### src/rtl/imem_load_ctrl_if.sv
// Loader handshake bundle between a program source (master) and imem_load_ctrl (slave).
interface imem_load_ctrl_if;
  logic        ld_start;
  logic        ld_valid;
  logic [31:0] ld_data;
  logic        ld_last;
  logic        ld_ready;

  modport master (output ld_start, ld_valid, ld_data, ld_last, input  ld_ready);
  modport slave  (input  ld_start, ld_valid, ld_data, ld_last, output ld_ready);
endinterface

### src/rtl/imem_load_ctrl.sv
// Boot/reload controller: streams loader words into instruction memory while the core sits in reset.
// Define IMEM_LD_CHECKSUM_EN to build a running 32-bit wrap-around sum of loaded words on ld_sum_o.
module imem_load_ctrl #(
  parameter int unsigned DEPTH       = 1024,
  parameter logic [31:0] BASE_ADDR   = 32'h0000_0000,
  parameter int unsigned RELEASE_CYC = 2,
  localparam int unsigned CW         = $clog2(DEPTH) + 1
) (
  input  logic                clk,
  input  logic                reset,
  imem_load_ctrl_if.slave     ld,
  input  logic [31:0]         cpu_pc_i,
  output logic [31:0]         mem_a_o,
  output logic [31:0]         mem_wd_o,
  output logic                mem_we_o,
  output logic                cpu_rst_o,
  output logic                busy_o,
  output logic                done_o,
  output logic                err_o,
  output logic [CW-1:0]       word_cnt_o,
  output logic [31:0]         ld_sum_o
);

  localparam int unsigned FW = (RELEASE_CYC > 1) ? $clog2(RELEASE_CYC) : 1;

  typedef enum logic [1:0] {S_IDLE, S_LOAD, S_FLUSH, S_RUN} state_e;

  state_e        state_q, state_d;
  logic [CW-1:0] word_cnt_q, word_cnt_d;
  logic [FW-1:0] flush_q, flush_d;
  logic          done_q, done_d;
  logic          err_q, err_d;
  logic          xfer;
  logic          load_go;
  logic          last_slot;
  logic [31:0]   load_addr;

  assign last_slot = (word_cnt_q == CW'(DEPTH - 1));

  always_comb begin
    state_d    = state_q;
    word_cnt_d = word_cnt_q;
    flush_d    = flush_q;
    done_d     = done_q;
    err_d      = err_q;
    xfer       = 1'b0;
    load_go    = 1'b0;
    unique case (state_q)
      S_IDLE, S_RUN: begin
        if (ld.ld_start) begin
          load_go    = 1'b1;
          state_d    = S_LOAD;
          word_cnt_d = '0;
          err_d      = 1'b0;
        end
      end
      S_LOAD: begin
        if (ld.ld_valid) begin
          xfer = 1'b1;
          if (word_cnt_q != CW'(DEPTH)) word_cnt_d = word_cnt_q + 1'b1;
          // The final slot ends the load whether or not the source flagged it.
          if (ld.ld_last || last_slot) begin
            state_d = S_FLUSH;
            flush_d = '0;
          end
          if (!ld.ld_last && last_slot) err_d = 1'b1;
        end
      end
      S_FLUSH: begin
        if (flush_q == FW'(RELEASE_CYC - 1)) begin
          state_d = S_RUN;
          done_d  = 1'b1;
        end else begin
          flush_d = flush_q + 1'b1;
        end
      end
      default: state_d = S_IDLE;
    endcase
  end

  always_ff @(posedge clk) begin
    if (reset) begin
      state_q    <= S_IDLE;
      word_cnt_q <= '0;
      flush_q    <= '0;
      done_q     <= 1'b0;
      err_q      <= 1'b0;
    end else begin
      state_q    <= state_d;
      word_cnt_q <= word_cnt_d;
      flush_q    <= flush_d;
      done_q     <= done_d;
      err_q      <= err_d;
    end
  end

  // Control outputs decode the registered state only; ld_valid never reaches cpu_rst.
  assign cpu_rst_o   = (state_q != S_RUN);
  assign busy_o      = (state_q == S_LOAD) || (state_q == S_FLUSH);
  assign ld.ld_ready = (state_q == S_LOAD);
  assign mem_we_o    = xfer & ~reset;
  assign mem_wd_o    = ld.ld_data;
  assign load_addr   = BASE_ADDR + 32'({word_cnt_q, 2'b00});
  assign mem_a_o     = (state_q == S_RUN) ? cpu_pc_i : load_addr;
  assign done_o      = done_q;
  assign err_o       = err_q;
  assign word_cnt_o  = word_cnt_q;

`ifdef IMEM_LD_CHECKSUM_EN
  logic [31:0] sum_q, sum_d;

  always_comb begin
    sum_d = sum_q;
    if (load_go)   sum_d = '0;
    else if (xfer) sum_d = sum_q + ld.ld_data;
  end

  always_ff @(posedge clk) begin
    if (reset) sum_q <= '0;
    else       sum_q <= sum_d;
  end

  assign ld_sum_o = sum_q;
`else
  assign ld_sum_o = 32'h0;
`endif

endmodule
### src/flat_wrapper.sv
// flat-port wrapper written by rule: the top's interface ports become plain ports
module imem_load_ctrl_flat 
#(
  parameter int unsigned DEPTH       = 1024,
  parameter logic [31:0] BASE_ADDR   = 32'h0000_0000,
  parameter int unsigned RELEASE_CYC = 2,
  localparam int unsigned CW         = $clog2(DEPTH) + 1
)
  (clk, reset, cpu_pc_i, mem_a_o, mem_wd_o, mem_we_o, cpu_rst_o, busy_o, done_o, err_o, word_cnt_o, ld_sum_o, ld_ld_start, ld_ld_valid, ld_ld_data, ld_ld_last, ld_ld_ready);
  imem_load_ctrl_if ld_i ();
  input  logic clk;
  input  logic reset;
  input  logic [31:0] cpu_pc_i;
  output logic [31:0] mem_a_o;
  output logic [31:0] mem_wd_o;
  output logic mem_we_o;
  output logic cpu_rst_o;
  output logic busy_o;
  output logic done_o;
  output logic err_o;
  output logic [CW-1:0] word_cnt_o;
  output logic [31:0] ld_sum_o;
  input wire logic [$bits(ld_i.ld_start)-1:0] ld_ld_start;
  input wire logic [$bits(ld_i.ld_valid)-1:0] ld_ld_valid;
  input wire logic [$bits(ld_i.ld_data)-1:0] ld_ld_data;
  input wire logic [$bits(ld_i.ld_last)-1:0] ld_ld_last;
  output wire logic [$bits(ld_i.ld_ready)-1:0] ld_ld_ready;
  assign ld_i.ld_start = ld_ld_start;
  assign ld_i.ld_valid = ld_ld_valid;
  assign ld_i.ld_data = ld_ld_data;
  assign ld_i.ld_last = ld_ld_last;
  assign ld_ld_ready = ld_i.ld_ready;
  imem_load_ctrl #(.DEPTH(DEPTH), .BASE_ADDR(BASE_ADDR), .RELEASE_CYC(RELEASE_CYC)) u_core (.clk(clk), .reset(reset), .ld(ld_i), .cpu_pc_i(cpu_pc_i), .mem_a_o(mem_a_o), .mem_wd_o(mem_wd_o), .mem_we_o(mem_we_o), .cpu_rst_o(cpu_rst_o), .busy_o(busy_o), .done_o(done_o), .err_o(err_o), .word_cnt_o(word_cnt_o), .ld_sum_o(ld_sum_o));
endmodule
### config.mk
export PLATFORM = sky130hd
export DESIGN_NAME = imem_load_ctrl_flat
export DESIGN_NICKNAME = d
export VERILOG_FILES = /design/src/rtl/imem_load_ctrl_if.sv /design/src/rtl/imem_load_ctrl.sv /design/src/flat_wrapper.sv
export SDC_FILE = /design/constraint.sdc
export NUM_CORES = 1
export LEC_CHECK = 0
export CAP_MARGIN = 20
export CORE_ASPECT_RATIO = 0.75
export CORE_UTILIZATION = 32
export CTS_BUF_LIST = sky130_fd_sc_hd__clkbuf_8
export DETAILED_ROUTE_END_ITERATION = 8
export PLACE_DENSITY = 0.89
export SLEW_MARGIN = 10
export SYNTH_ARGS = -nofsm -noshare
export SYNTH_HDL_FRONTEND = slang
export SYNTH_SLANG_ARGS = --single-unit
### constraint.sdc
create_clock -name clk -period 6.4 [get_ports clk]
set_clock_uncertainty 0.15 [all_clocks]
set_input_delay 1.6 -clock clk [delete_from_list [all_inputs] [get_ports clk]]
set_output_delay 1.6 -clock clk [all_outputs]
set_load 0.01 [all_outputs]
==> metrics.md <==
| Metric | Value |
|---|---|
| Via count | 1673 |
| Routed vias/inst | 4.86 |
| Routed WL | 5.03 mm |
| CTS tree | yes |
| Most frequent CP cell | clkdlybuf4s50_1 |
| Pwr dens | 220 mW/mm2 |
| Vias in the first global route | 1493 |
| Maximum clock path buffer count | 2 |
| Max Fclk | 212 MHz |
| Clk slew on worst S/H paths | 0.06 ns |
| RSZ-0062 raised after global routing | no |
| Synth area leader | buf_4 |
| Synth Cell Area | 0.00173 mm2 |
| Setup TNS | 0 ns |
| I/O pin cnt | 182 |
| Layout fillers | 504 |
| Asr flop ratio synth | 0% |
| Post-synth cell types | 39 |
| Critical Path Fanout Max | 14 |
| Syn avg cell area | 7.73 um2 |
| Hold Buf Count CTS | 0 |
| CTS Sinks | 16 |
| EDFF count, synth | 0 |
| Initial core utilization | 34.4% |
| Gpl congestion | 0.831 |
| PostCTS Resize Cnt | 0 |
| Slew Viols, Final | 0 |
| Setup violators final | 0 |
| DP Area | 0.00228 mm2 |
| ANT cells | 0 |
| Wire length per cell | 14.6 um |
| DR DRC count | 0 |
| WP data required | 4.65 ns |
| Share of layout cells above drive strength 1 | 7.35% |
| Pin count of the biggest net entering global routing | 38 |
| Initial antenna violation count | 0 |
| Worst Hold Class | reg2reg |
| Min Tclk post-route | 4.72 ns |
| Total core area | 0.00504 mm2 |
| Final core occ | 46.6% |
| Startpoint Class | primary input |
| Outcome | finished clean |
| Synthesis-to-layout area growth | 35.6% |
| Post-synth top flop | dfxtp_1 |
| Overall power | 0.000515 W |
| Post-route cell area | 0.00235 mm2 |
| Final Non-Filler Cells | 344 |
| Most frequent cell after synthesis | buf_4 |
| Max VDD drop | 0.115 mV |
| Detailed Route Iter0 Violations | 98 |
| Commonest cells post-synth | buf_4, and2_1, dfxtp_1 |
| DR pass1 iterations | 4 |
| Final nets | 348 |
| LEAKAGE | 0.889 nW |
| Post-synth top area share | 27.8% |
| Arrival time worst endpoint | 2.97 ns |
| Die area | 0.00571 mm2 |
| Critical Path End Type | primary output |
| Max Cap Viol | 0 |
| Crit-path cells | clkdlybuf4s50_1, nor2_1, clkdlybuf4s50_1 |
| Worst skew pair latency | 0.26 ns |
| Chip width | 86.9 um |
| Final hold vios | 0 |
| Synth top area cells | buf_4, dfxtp_1, and2_1 |
| Sequential-to-total area share from yosys stat | 18.5% |
| Synthesized instance count | 224 |
| Gr ovfl total | 0 |
| Slowest CP cell | clkdlybuf4s50_1 |
| Critical path class | in2out |
| Total CTS buffers | 3 |
| #FFs+latches synth | 16 |
| Die H | 65.7 um |
| Clk root buf | clkbuf_8 |
| Row count | 22 |
| Buffers on Ports | 85 |
| Total track usage | 16.5% |
| CP max stage delay | 0.64 ns |
| Dpl cells | 339 |
| H-tree levels | 1 |
| Post-CTS Setup Inserts | 0 |
| Period utilisation layout | 73.7% |
| Routed Antenna Nets | 0 |
| Hpwl dp | 3.90 mm |
| First-pass GRT wire length | 7.24 mm |
| Synth warnings | 0 |
[cells by family (layout without fill, tap and decap cells)]
family / count (synthesis) / in the layout / synth area share, %
other: 1 / 32 / 0.217
AO/OA/AOI/OAI: 31 / 31 / 11.2
adder cells (fa/ha/maj): 6 / 6 / 4.34
flip-flops: 16 / 16 / 18.5
multiplexers: 9 / 9 / 5.86
XOR/XNOR: 1 / 1 / 0.506
AND/OR/NAND/NOR: 76 / 76 / 27.3
buffers and inverters: 84 / 101 / 32.1
[critical path: cells and delay by family]
family / cells / cell delay [ns]
buffers and inverters: 2 / 1.19
AND/OR/NAND/NOR: 1 / 0.18
[state kept, by name, indices dropped and copies added (netlist names)]
| register | flops |
|---|---|
| u_core.err_o | 1 |
| u_core.flush_q | 1 |
| u_core.state_q | 2 |
| u_core.word_cnt_o | 11 |
| u_core.done_o | 1 |
[final timing paths]
path,startpoint,endpoint,slack (ns),depth (start not counted)
worst max-delay path,reset,mem_we_o,1.68,3
worst min-delay path,u_core.err_o$_SDFFE_PP0P_,u_core.err_o$_SDFFE_PP0P_,0.34,1
worst min register to register,u_core.err_o$_SDFFE_PP0P_,u_core.err_o$_SDFFE_PP0P_,0.34,1
worst max register to register,u_core.state_q[1]$_SDFFE_PP0P_,u_core.word_cnt_o[7]$_SDFFE_PP0P_,4.02,6
[layer usage]
layer | wire length, um | track usage, % | vias to the layer above
met5 | 0 | 0 | -
met4 | 134 | 7.71 | 0
met3 | 538 | 4.65 | 11
met2 | 2420 | 27.9 | 116
met1 | 1940 | 19.3 | 779
li1 | - | - | 767
[layout by cell type (no fill, tap or decap), types with 2 or more instances in the layout]
| master | count |
|---|---|
| a21oi_1 | 11 |
| and2_1 | 21 |
| clkbuf_8 | 4 |
| clkdlybuf4s50_1 | 85 |
| conb_1 | 32 |
| dfxtp_1 | 16 |
| ha_1 | 6 |
| inv_1 | 10 |
| mux2_1 | 2 |
| mux2_2 | 7 |
| nand2_1 | 8 |
| nand2b_1 | 3 |
| nand3_1 | 5 |
| nand3b_1 | 2 |
| nand4_1 | 4 |
| nor2_1 | 8 |
| nor3b_1 | 3 |
| nor4_1 | 2 |
| nor4b_1 | 2 |
| o21ai_0 | 8 |
| o31ai_1 | 7 |
| or4_1 | 6 |
| or4_2 | 2 |
[power by group]
part,internal (W),switching [W]
clock,0.0000547,0.0000392
sequential,0.000110,0.0000117
combinational,0.000142,0.000158
[cell type report]
type | instances | area, um2 | area share (%)
inverters | 10 | 37.5 | 1.60
well taps | 72 | 90.1 | 3.84
clock buffers | 4 | 55.1 | 2.35
repair buffers | 87 | 873 | 37.2
multi-input cells | 155 | 971 | 41.4
flip-flops and latches | 16 | 320 | 13.6
[through the flow]
stage / setup WS (ns) / hold slack, ns
after floorplan: 2.69 / 0.355
after global placement: 1.71 / 0.312
after detailed placement: 1.69 / 0.320
after CTS: 1.69 / 0.346
after global routing: 1.64 / 0.366
final: 1.68 / 0.336
Power figures use the tool's default switching activity.
